--- config.mk ---
export PLATFORM = sky130hd
export DESIGN_NAME = id_ex_stage
export DESIGN_NICKNAME = d
export VERILOG_FILES = /design/src/rtl/cpu_pkg.sv /design/src/rtl/hazard_detect.sv /design/src/rtl/id_ex_stage.sv
export SDC_FILE = /design/constraint.sdc
export NUM_CORES = 1
export LEC_CHECK = 0
export BUFFER_PORTS_ARGS = -buffer_cell sky130_fd_sc_hd__buf_2
export CORE_MARGIN = 2
export CORE_UTILIZATION = 42
export DETAILED_ROUTE_END_ITERATION = 8
export PLACE_DENSITY = 0.89
export SETUP_SLACK_MARGIN = 0.5
export SYNTH_ARGS = -nofsm -noshare
export SYNTH_HDL_FRONTEND = slang
export SYNTH_HIERARCHICAL = 1
export SYNTH_SLANG_ARGS = --single-unit
--- constraint.sdc ---
create_clock -name clk -period 2.2 [get_ports clk]
set_input_delay 0.22 -clock clk [delete_from_list [all_inputs] [get_ports clk]]
set_output_delay 0.22 -clock clk [all_outputs]
set_load 0.005 [all_outputs]
--- src/rtl/cpu_pkg.sv ---
// Shared definitions for the 16-bit 5-stage CPU:
// opcodes, ALU function codes and the ID/EX control bundle.
package cpu_pkg;

    localparam int DATA_W     = 16;
    localparam int REG_ADDR_W = 4;

    localparam logic [3:0] OP_RTYPE = 4'b0000;
    localparam logic [3:0] OP_BEQ   = 4'b0100;
    localparam logic [3:0] OP_BLT   = 4'b0101;
    localparam logic [3:0] OP_BGT   = 4'b0110;
    localparam logic [3:0] OP_LOAD  = 4'b1000;
    localparam logic [3:0] OP_STORE = 4'b1011;
    localparam logic [3:0] OP_JUMP  = 4'b1100;
    localparam logic [3:0] OP_HALT  = 4'b1111;

    localparam logic [3:0] FN_AND = 4'b0000;
    localparam logic [3:0] FN_OR  = 4'b0001;
    localparam logic [3:0] FN_ADD = 4'b1111;
    localparam logic [3:0] FN_SUB = 4'b1110;
    localparam logic [3:0] FN_SLL = 4'b1010;
    localparam logic [3:0] FN_SRL = 4'b1011;

    typedef struct packed {
        logic [3:0] funct;
        logic [1:0] signExt;
        logic       muxExTop;
        logic       muxExBot;
        logic       muxWb;
        logic       memRead;
        logic       memWrite;
        logic       regWrite;
        logic       regWrite0;
        logic       comparator;
    } ctrl_t;

    localparam ctrl_t BUBBLE = '0;

    // Raw decode bits may be X on opcodes that ignore them;
    // force them to 0 unless the opcode actually uses them.
    function automatic ctrl_t qualify(ctrl_t raw, logic [3:0] op);
        ctrl_t c;
        c           = raw;
        c.memRead   = (op == OP_LOAD) ? raw.memRead : 1'b0;
        c.memWrite  = (op == OP_STORE) ? raw.memWrite : 1'b0;
        c.regWrite  = (op == OP_RTYPE || op == OP_LOAD)
                      ? raw.regWrite : 1'b0;
        c.regWrite0 = (op == OP_RTYPE) ? raw.regWrite0 : 1'b0;
        return c;
    endfunction

endpackage

--- src/rtl/hazard_detect.sv ---
// Load-use hazard compare: the EX load writes a register
// that the instruction in decode reads.
module hazard_detect
    import cpu_pkg::*;
#(
    parameter int REG_ADDR_W = 4
) (
    input  logic                  idValid,
    input  logic                  exValid,
    input  logic                  exMemRead,
    input  logic [REG_ADDR_W-1:0] exRd,
    input  logic [REG_ADDR_W-1:0] idRs1,
    input  logic [REG_ADDR_W-1:0] idRs2,
    output logic                  hz
);

    assign hz = idValid & exValid & exMemRead
              & ((exRd == idRs1) | (exRd == idRs2));

endmodule

--- src/rtl/id_ex_stage.sv ---
// ID/EX pipeline register with load-use stall, flush and sticky halt.
// Optional stall counter: define ID_EX_PERF_CNT_EN.
module id_ex_stage
    import cpu_pkg::*;
#(
    parameter int DATA_W     = 16,
    parameter int REG_ADDR_W = 4
) (
    input  logic                  clk,
    input  logic                  rst_n,
    input  logic                  idValid,
    input  logic [3:0]            idOpcode,
    input  logic [3:0]            idFunctCode,
    input  logic [1:0]            idSignExtend,
    input  logic                  idMuxEXtop,
    input  logic                  idMuxEXbottom,
    input  logic                  idMuxWB,
    input  logic                  idMemRead,
    input  logic                  idMemWrite,
    input  logic                  idRegWrite,
    input  logic                  idRegWrite0,
    input  logic                  idComparator,
    input  logic [REG_ADDR_W-1:0] idRs1,
    input  logic [REG_ADDR_W-1:0] idRs2,
    input  logic [REG_ADDR_W-1:0] idRd,
    input  logic [DATA_W-1:0]     idReadData1,
    input  logic [DATA_W-1:0]     idReadData2,
    input  logic [DATA_W-1:0]     idImm,
    input  logic [DATA_W-1:0]     idPc,
    input  logic                  flush,
    output logic                  exValid,
    output logic [3:0]            exFunctCode,
    output logic [1:0]            exSignExtend,
    output logic                  exMuxEXtop,
    output logic                  exMuxEXbottom,
    output logic                  exMuxWB,
    output logic                  exMemRead,
    output logic                  exMemWrite,
    output logic                  exRegWrite,
    output logic                  exRegWrite0,
    output logic                  exComparator,
    output logic [REG_ADDR_W-1:0] exRs1,
    output logic [REG_ADDR_W-1:0] exRs2,
    output logic [REG_ADDR_W-1:0] exRd,
    output logic [DATA_W-1:0]     exReadData1,
    output logic [DATA_W-1:0]     exReadData2,
    output logic [DATA_W-1:0]     exImm,
    output logic [DATA_W-1:0]     exPc,
`ifdef ID_EX_PERF_CNT_EN
    output logic [15:0]           stallCount,
`endif
    output logic                  stall,
    output logic                  halted
);

    logic                  valid_q, valid_d;
    ctrl_t                 ctrl_q, ctrl_d;
    logic [REG_ADDR_W-1:0] rs1_q, rs1_d;
    logic [REG_ADDR_W-1:0] rs2_q, rs2_d;
    logic [REG_ADDR_W-1:0] rd_q, rd_d;
    logic [DATA_W-1:0]     rdata1_q, rdata1_d;
    logic [DATA_W-1:0]     rdata2_q, rdata2_d;
    logic [DATA_W-1:0]     imm_q, imm_d;
    logic [DATA_W-1:0]     pc_q, pc_d;
    logic                  halted_q, halted_d;
    logic                  hz;
    ctrl_t                 id_raw;

    assign id_raw = '{
        funct:      idFunctCode,
        signExt:    idSignExtend,
        muxExTop:   idMuxEXtop,
        muxExBot:   idMuxEXbottom,
        muxWb:      idMuxWB,
        memRead:    idMemRead,
        memWrite:   idMemWrite,
        regWrite:   idRegWrite,
        regWrite0:  idRegWrite0,
        comparator: idComparator
    };

    hazard_detect #(
        .REG_ADDR_W(REG_ADDR_W)
    ) u_hazard (
        .idValid  (idValid),
        .exValid  (valid_q),
        .exMemRead(ctrl_q.memRead),
        .exRd     (rd_q),
        .idRs1    (idRs1),
        .idRs2    (idRs2),
        .hz       (hz)
    );

    assign stall = (hz & ~flush) | halted_q;

    // Next ID/EX contents: halt, flush or hazard load a bubble,
    // otherwise capture the qualified decode slot.
    always_comb begin
        valid_d  = 1'b0;
        ctrl_d   = BUBBLE;
        rs1_d    = '0;
        rs2_d    = '0;
        rd_d     = '0;
        rdata1_d = '0;
        rdata2_d = '0;
        imm_d    = '0;
        pc_d     = '0;
        halted_d = halted_q;
        if (!(halted_q || flush || hz)) begin
            valid_d  = idValid;
            ctrl_d   = qualify(id_raw, idOpcode);
            rs1_d    = idRs1;
            rs2_d    = idRs2;
            rd_d     = idRd;
            rdata1_d = idReadData1;
            rdata2_d = idReadData2;
            imm_d    = idImm;
            pc_d     = idPc;
            if (idValid && idOpcode == OP_HALT)
                halted_d = 1'b1;
        end
    end

    // ID/EX register and sticky halt flag.
    always_ff @(posedge clk or negedge rst_n) begin
        if (!rst_n) begin
            valid_q  <= 1'b0;
            ctrl_q   <= BUBBLE;
            rs1_q    <= '0;
            rs2_q    <= '0;
            rd_q     <= '0;
            rdata1_q <= '0;
            rdata2_q <= '0;
            imm_q    <= '0;
            pc_q     <= '0;
            halted_q <= 1'b0;
        end else begin
            valid_q  <= valid_d;
            ctrl_q   <= ctrl_d;
            rs1_q    <= rs1_d;
            rs2_q    <= rs2_d;
            rd_q     <= rd_d;
            rdata1_q <= rdata1_d;
            rdata2_q <= rdata2_d;
            imm_q    <= imm_d;
            pc_q     <= pc_d;
            halted_q <= halted_d;
        end
    end

`ifdef ID_EX_PERF_CNT_EN
    logic [15:0] cnt_q, cnt_d;

    // Count real load-use stalls, saturating at all ones.
    always_comb begin
        cnt_d = cnt_q;
        if (hz && !flush && !halted_q && cnt_q != 16'hFFFF)
            cnt_d = cnt_q + 16'd1;
    end

    // Stall counter register.
    always_ff @(posedge clk or negedge rst_n) begin
        if (!rst_n)
            cnt_q <= '0;
        else
            cnt_q <= cnt_d;
    end

    assign stallCount = cnt_q;
`endif

    assign exValid       = valid_q;
    assign exFunctCode   = ctrl_q.funct;
    assign exSignExtend  = ctrl_q.signExt;
    assign exMuxEXtop    = ctrl_q.muxExTop;
    assign exMuxEXbottom = ctrl_q.muxExBot;
    assign exMuxWB       = ctrl_q.muxWb;
    assign exMemRead     = ctrl_q.memRead;
    assign exMemWrite    = ctrl_q.memWrite;
    assign exRegWrite    = ctrl_q.regWrite;
    assign exRegWrite0   = ctrl_q.regWrite0;
    assign exComparator  = ctrl_q.comparator;
    assign exRs1         = rs1_q;
    assign exRs2         = rs2_q;
    assign exRd          = rd_q;
    assign exReadData1   = rdata1_q;
    assign exReadData2   = rdata2_q;
    assign exImm         = imm_q;
    assign exPc          = pc_q;
    assign halted        = halted_q;

endmodule

# After elaboration in Yosys (flattened, before gate mapping)
# Cells that the tools add are included.
[totals]
rom_bits = 0
inputBits = 98
ff_bits = 92
latchBits = 0
out_inout_bits = 93
wordCells = 51
mem_count = 0
ramBits = 0
[op_classes]
n_eq_ne = 5
n_addsub = 0
div_mod_pow = 0
bitwise = 8
mux = 13
reduce_logical = 6
order_cmp = 0
multipliers = 0
shift = 0
[ops]
columns = ["op", "n"]
rows = [
  ["16-bit 2-to-1 mux", 4],
  ["14-bit 2-to-1 mux", 1],
  ["4-bit equality test (second input constant)", 3],
  ["4-bit 2-to-1 mux", 3],
  ["4-bit equality test", 2],
  ["1-bit 2-to-1 mux", 5],
  ["1-bit bitwise AND", 4],
  ["4-bit zero test", 1],
  ["1-bit logical OR", 3],
  ["1-bit inverter", 2],
  ["1-bit OR", 2],
  ["2-bit AND reduction", 1],
  ["1-bit logical AND", 1],
]

# Longest topological paths before layout
# Gate-level depths: netlist of run 1.
[logic_depth]
depth_word = 6
depth_mapped = 7
mapped_depth_nobuf = 5

# Cells and area by module
# Netlist of run 1, hierarchy kept.
[modules_own_cells]
columns = ["mod", "cells_per_inst", "n_inst", "area_each_um2"]
rows = [
  ["id_ex_stage", 202, 1, 2989.1],
  ["hazard_detect", 12, 1, 92.6],
]

# Least setup slack after synthesis of run 1
# No wires, ideal clock.
[synth_timing]
path_kind = "reg2reg"
start = "reg rd_q[2], in the netlist exRd[2]"
end = "reg imm_q[10], in the netlist exImm[10]"
n_path_buf = 2
stages_incl_launch_ff = 8
setup_slack_ns = 0.588
synth_period_minus_slack_ns = 1.612
arrival_time_ns = 1.493
t_required_ns = 2.081
path_cell_list = "dfrtp_1 > xnor2_1 > nand4_1 > a21oi_1 > nor3_2 > buf_4 > buf_2 > and2_1"
[synth_between]
elab_chain_len = 5
word_cells_on_any_way = 6
cone_classes = "eq/ne (2); mux (1); bitwise (2); reduce/logical (1)"
[synth_lines]
columns = ["item", "line_no", "text"]
rows = [
  ["start: declaration", "id_ex_stage.sv:60", "logic [REG_ADDR_W-1:0] rd_q, rd_d;"],
  ["start signal: assignment", "id_ex_stage.sv:142", "rd_q <= rd_d;"],
  ["4-bit equality test", "hazard_detect.sv:18", "& ((exRd == idRs1) | (exRd == idRs2));"],
  ["1-bit OR *", "hazard_detect.sv:18", ""],
  ["1-bit bitwise AND *", "hazard_detect.sv:18", ""],
  ["net hz", "id_ex_stage.sv:66", "logic hz;"],
  ["1-bit logical OR *", "id_ex_stage.sv:109", "if (!(halted_q || flush || hz)) begin"],
  ["16-bit 2-to-1 mux *", "id_ex_stage.sv:109", ""],
  ["net imm_d[10]", "id_ex_stage.sv:63", "logic [DATA_W-1:0] imm_q, imm_d;"],
  ["end signal: assignment", "id_ex_stage.sv:145", "imm_q <= imm_d;"],
  ["end: declaration", "id_ex_stage.sv:63", ""],
]
# Mark *: on every way through the listed nets, which the timed path passes. The rest lies on a longest branch.
# A chain may end at the register's enable or synchronous reset.

==> results of run 1 <==
-- sequential cells by signal (all words and copies together) (netlist names) --
name / count
exRegWrite: 1
exRs2: 4
exMuxEXbottom: 1
exMemWrite: 1
exRd: 4
exPc: 16
exMuxWB: 1
exComparator: 1
exReadData1: 16
halted: 1
exRegWrite0: 1
exMemRead: 1
exRs1: 4
exReadData2: 16
exImm: 16
exFunctCode: 4
exSignExtend: 2
exMuxEXtop: 1
exValid: 1
-- worst paths after layout --
kind / startpoint / end / slack (ns)
max reg2reg: exRd[1]$_DFF_PN0_ / exRegWrite$_DFF_PN0_ / 0.23
min in group asynchronous: rst_n / exImm[12]$_DFF_PN0_ / 0.40
max in group asynchronous: rst_n / exComparator$_DFF_PN0_ / 1.15
min reg2reg: halted$_DFFE_PN0P_ / halted$_DFFE_PN0P_ / 0.79
max: exRd[1]$_DFF_PN0_ / exRegWrite$_DFF_PN0_ / 0.23
min: idPc[0] / exPc[0]$_DFF_PN0_ / 0.08
-- cell type report --
class,instances,area (um^2),share of cell area [%]
multi-input cells,114,798,17.8
clock inverters,5,62.6,1.40
well taps,99,124,2.77
clock buffers,10,138,3.08
inverters,1,3.75,0.0839
repair buffers,198,1040,23.4
flip-flops and latches,92,2300,51.5
-- what timing repair did --
item / CTS / global route
setup buffers: 1 / 3
gates cloned: 1 / 1
hold buffers: 1 / 0
resized for setup: 5 / 3
pin swaps: 7 / 4
endpoints found under the hold margin: 42 / 0
setup endpoints to repair: 92 / 93
-- synth_stat cells --
master    count  share of area [%]
nor4b_2       1               0.49
a41o_1        1               0.32
and2_1       87                 18
inv_1         1               0.12
buf_2         2               0.32
nor4_1        2               0.41
a21o_2        1               0.28
nand3_1       1               0.16
clkbuf_1      5               0.61
nand4_1       3               0.61
nand2_1       1               0.12
xnor2_1       8                2.3
buf_4         1               0.24
nor2_1        2               0.24
and3_1        1               0.20
clkbuf_2      1               0.16
or4_4         1               0.37
dfrtp_1      92                 75
a21oi_1       1               0.16
nand2b_1      1               0.20
nor3_2        1               0.32
-- metrics by stage --
step	setup slack (ns)	hold slack, ns	instances	instance area, um^2
floorplan	0.588	-0.0756	214	3080
global placement	0.0219	0.231	497	4170
detailed placement	-0.0994	0.249	497	4170
CTS	0.186	0.0535	515	4430
global route	0.183	0.0486	519	4470
finish	0.227	0.0758	519	4470
-- placed cells by master, fill, tap and decap left out, drive strengths merged, types with 2 or more instances in the layout --
cell type  netlist  final
buf              3    197
nor3             1      3
clkinvlp         0      2
nor4             2      2
dfrtp           92     92
xnor2            8      8
nand4            3      3
nor2             2      2
and2            87     87
clkinv           0      2
clkbuf           6     10
-- kinds of logic (layout without fill, tap and decap cells) --
family | Yosys count | after routing | synth area share, %
xor+xnor | 8 | 8 | 2.27
compound gates | 3 | 3 | 0.771
buf+inv | 10 | 214 | 1.46
flops | 92 | 92 | 74.7
simple gates | 101 | 103 | 20.8
-- power breakdown --
part           switching [mW]  leakage (nW)  internal (mW)
logic                   0.229          1.23          0.257
registers              0.0520          1.24           1.82
clock network           0.552        0.0946          0.554
-- routing by layer --
layer	GRT usage, %	wire, um
met5	0	0
met4	5.56	75
met3	7.95	766
met2	30.5	3680
met1	19.8	2750
-- critical path, delay by kind of cell (launching register included) --
family | cells | cell delay (ns)
AND/OR/NAND/NOR | 3 | 0.93
XOR/XNOR | 1 | 0.15
flip-flops | 1 | 0.46
AO/OA/AOI/OAI | 1 | 0.10
buffers and inverters | 2 | 0.24
==> impl_metrics.yaml, run 1 <==
cts:
  clkLatencyLatePin_ns: 0.34
  clock_sinks: 92
  cts_buffers: 9
  cts_buffer_depth: 2
  htree_num_levels: 3
  cts-root-buf: "clkbuf_8"
  path_clk_slew_ns: 0.09
  cts_tree: "yes"
sta:
  rsz0062_at_grt: "yes"
  finalMaxSlewViolations: 0
  max_slew_margin_pct: 57.5
  fin_crit_ns: 1.97
  fin_crit_sh_pct: 89.7
  clock_skew_ns: 0.0106
  tightestPinTransition_ns: 0.636
  hold_violations: 0
  finalSetupViolCount: 0
  finalSetupTns_ns: 0
  max_freq_ghz: 0.507
route:
  num_vias: 2281
  dr.pass1.iters: 2
  drc_errors: 0
  antenna_left: 0
  drt_wl_total_um: 7270
  via_per_inst: 4.39
  dr.first_iter.drc_count: 64
  wl_per_cell_um: 14.0
yosys:
  netlist_instances: 214
  ys_ff_latch: 92
  synthDistinctLibCells: 21
  syn_area_mm2: 0.00308
  ys_seq_area_share_pct: 74.7
  syn_nets: 312
  avgSynthCellArea_um2: 14.4
  yosysWarnings: 6
placement:
  dpl.hpwl_um: 5190
  gp_congestion: 0.764
  numPortBuffers: 190
setup_path:
  path_cells: "xnor2_2 -> nand4_1 -> a21oi_4 -> buf_6 -> buf_4 -> or4_4 -> nor4b_2"
  cp-start-kind: "register"
  slowest_stage: "or4_4"
  cp.required_ns: 2.44
  cpPeakStageDelay_ns: 0.55
  worstSetupPathType: "reg2reg"
  crit_arrival_ns: 2.22
  reg2reg_depth: 7
  crit_path_end_kind: "register"
  critPathMaxFanout: 4
global_routing:
  grt_pass1_vias: 2227
  grt_max_degree: 51
  grt-ovfl-total: 0
  antenna_found_initial: 0
  grt_pass1_wl_um: 10500
  grt_usage_pct: 17.8
run_status:
  status: "finished clean"
die:
  initial_core_util_pct: 42.9
  io_pins: 191
  die_h_um: 89.7
  fp.dieW_um: 89.7
  core_mm2: 0.00718
  die_area_mm2: 0.00804
  rows: 31
finish:
  diodes: 0
  fin_util_pct: 62.4
  fin_nets: 514
  drive_gt1_share_pct: 53.1
  area_delta_synth_final_pct: 45.2
  nFillCells: 580
pwr:
  finalPower_mw: 3.46
  leakagePower_nw: 2.56
  ir_drop_v: 0.000424
  p_per_area_mw_per_mm2: 774
min_path:
  hp-class: "in2reg"
  holdPathStages: 2
run:
  maxCapViolCount: 0
Power figures use the tool's default switching activity.
==> inputs of run 2 (changes only) <==
- CORE_ASPECT_RATIO: unset -> 0.6
==> impl_metrics.yaml, run 2 (same netlist as run 1, synthesis figures left out) <==
finish:
  final_common_cell: "buf_2"
  diodes: 0
  nFillCells: 573
  area_delta_synth_final_pct: 50.6
  fin_nets: 515
  multiInputGateArea_um2: 805
  ff_latch_area_mm2: 0.00230
  final_cell_mix: "buf_2 (188), dfrtp_1 (92), and2_1 (87)"
  drive_gt1_share_pct: 53.1
placement:
  dpl.hpwl_um: 5210
  gp_congestion: 0.686
  numPortBuffers: 190
cts:
  cts_buffers: 9
  cts_tree: "yes"
  clock_sinks: 92
  cts-root-buf: "clkbuf_16"
  clkLatencyLatePin_ns: 0.33
  path_clk_slew_ns: 0.06
  cts_buffer_depth: 2
  htree_num_levels: 3
min_path:
  hp-class: "in2reg"
  hold_start: "idPc[13]"
sta:
  fin_crit_ns: 1.85
  hold_violations: 0
  fin_crit_sh_pct: 83.9
  max_freq_ghz: 0.542
  clock_skew_ns: 0.00592
  finalSetupViolCount: 0
  finalSetupTns_ns: 0
  finalMaxSlewViolations: 0
  rsz0062_at_grt: "yes"
  max_slew_margin_pct: 59.8
  tightestPinTransition_ns: 0.603
die:
  die_area_mm2: 0.00806
  die_h_um: 70.4
  core_mm2: 0.00718
  io_pins: 191
  rows: 24
  initial_core_util_pct: 42.9
  fp.dieW_um: 115
setup_path:
  crit_path_end_kind: "output pin"
  cp-startpoint: "exRd[2]$_DFF_PN0_"
  critPathMaxFanout: 4
  crit_arrival_ns: 1.63
  r2r-start: "exRd[1]$_DFF_PN0_"
  worstSetupPathType: "reg2out"
  cp.required_ns: 1.98
  cp-start-kind: "register"
global_routing:
  antenna_found_initial: 0
  grt-ovfl-total: 0
  grt_pass1_wl_um: 11300
  grt_max_degree: 64
  grt_usage_pct: 18.7
  grt_pass1_vias: 2321
route:
  num_vias: 2256
  drc_errors: 0
  dr.first_iter.drc_count: 101
  drt_wl_total_um: 7300
  wl_per_cell_um: 14.2
  antenna_left: 0
  dr.pass1.iters: 4
  via_per_inst: 4.40
run_status:
  status: "finished clean"
pwr:
  p_per_area_mw_per_mm2: 890
  finalPower_mw: 4.13
  leakagePower_nw: 2.66
  ir_drop_v: 0.000616
run:
  maxCapViolCount: 0
## run 2: changes by cell type in the layout (fill, tap and decap cells not counted), moves of 2 or more
cell / before / now
buf_4: 5 / 7
bufinv_16: 1 / 3
clkbuf_16: 0 / 9
clkbuf_8: 10 / 2
clkinv_4: 2 / 0
clkinvlp_4: 2 / 0
## run 2: worst max-delay path, cell delays in order, from the launching register on
cell     delay [ns]
dfrtp_1        0.42
xnor2_1        0.21
nand4_1        0.17
a21oi_4        0.24
a21o_2         0.17
buf_6          0.09
## run 2: timing repair
item                                    in CTS  in global routing
resized for setup                            8                  2
buffers inserted                             2                  5
hold buffers                                 1                  0
gates cloned                                 1                  0
hold endpoints to repair                    46                  0
pin swaps                                    7                  8
endpoints found under the setup margin      91                 19
## run 2: power by group
group	switching (mW)	total, mW	internal [mW]	leakage [nW]
combinational	0.236	0.508	0.271	1.25
sequential	0.0493	1.87	1.82	1.24
clock	0.582	1.75	1.17	0.173
total	0.867	4.13	3.26	2.66
## run 2: final timing paths
path                       slack [ns]                  endpoint  depth (start not counted)
max reg2reg                      0.43      exRegWrite$_DFF_PN0_                          5
max in group asynchronous        1.09  exReadData2[8]$_DFF_PN0_                          3
max                              0.35                     stall                          5
min                              0.09        exPc[13]$_DFF_PN0_                          2
min in group asynchronous        0.44  exReadData1[6]$_DFF_PN0_                          2
min reg2reg                      0.72        halted$_DFFE_PN0P_                          1
## run 2: layout make-up
type	count	area share (%)
clock buffer	12	5.53
clock inverter	4	2.05
inverter	1	0.0809
multi-input combinational	113	17.3
sequential	92	49.6
tap	91	2.45
timing repair buffer	200	23.0
## run 2: stage by stage
step	setup slack, ns	hold WS (ns)	utilization, %	std cells	area, um^2
after floorplan	0.588	-0.0756	-	214	3080
after global placement	0.216	0.259	57.9	488	4150
after detailed placement	0.124	0.274	57.9	488	4150
after CTS	0.359	0.0791	64.0	508	4590
after global routing	0.284	0.0816	64.7	513	4640
final	0.355	0.0934	64.7	513	4640
## run 2: layer usage
layer  routed length, um  vias to the layer above  global-route usage [%]
met4                  55                        0                    5.42
met3                 686                        7                    8.16
met1                2880                     1067                    22.9
met2                3680                      113                    30.2
met5                   0                        -                       0
li1                    -                     1069                       -
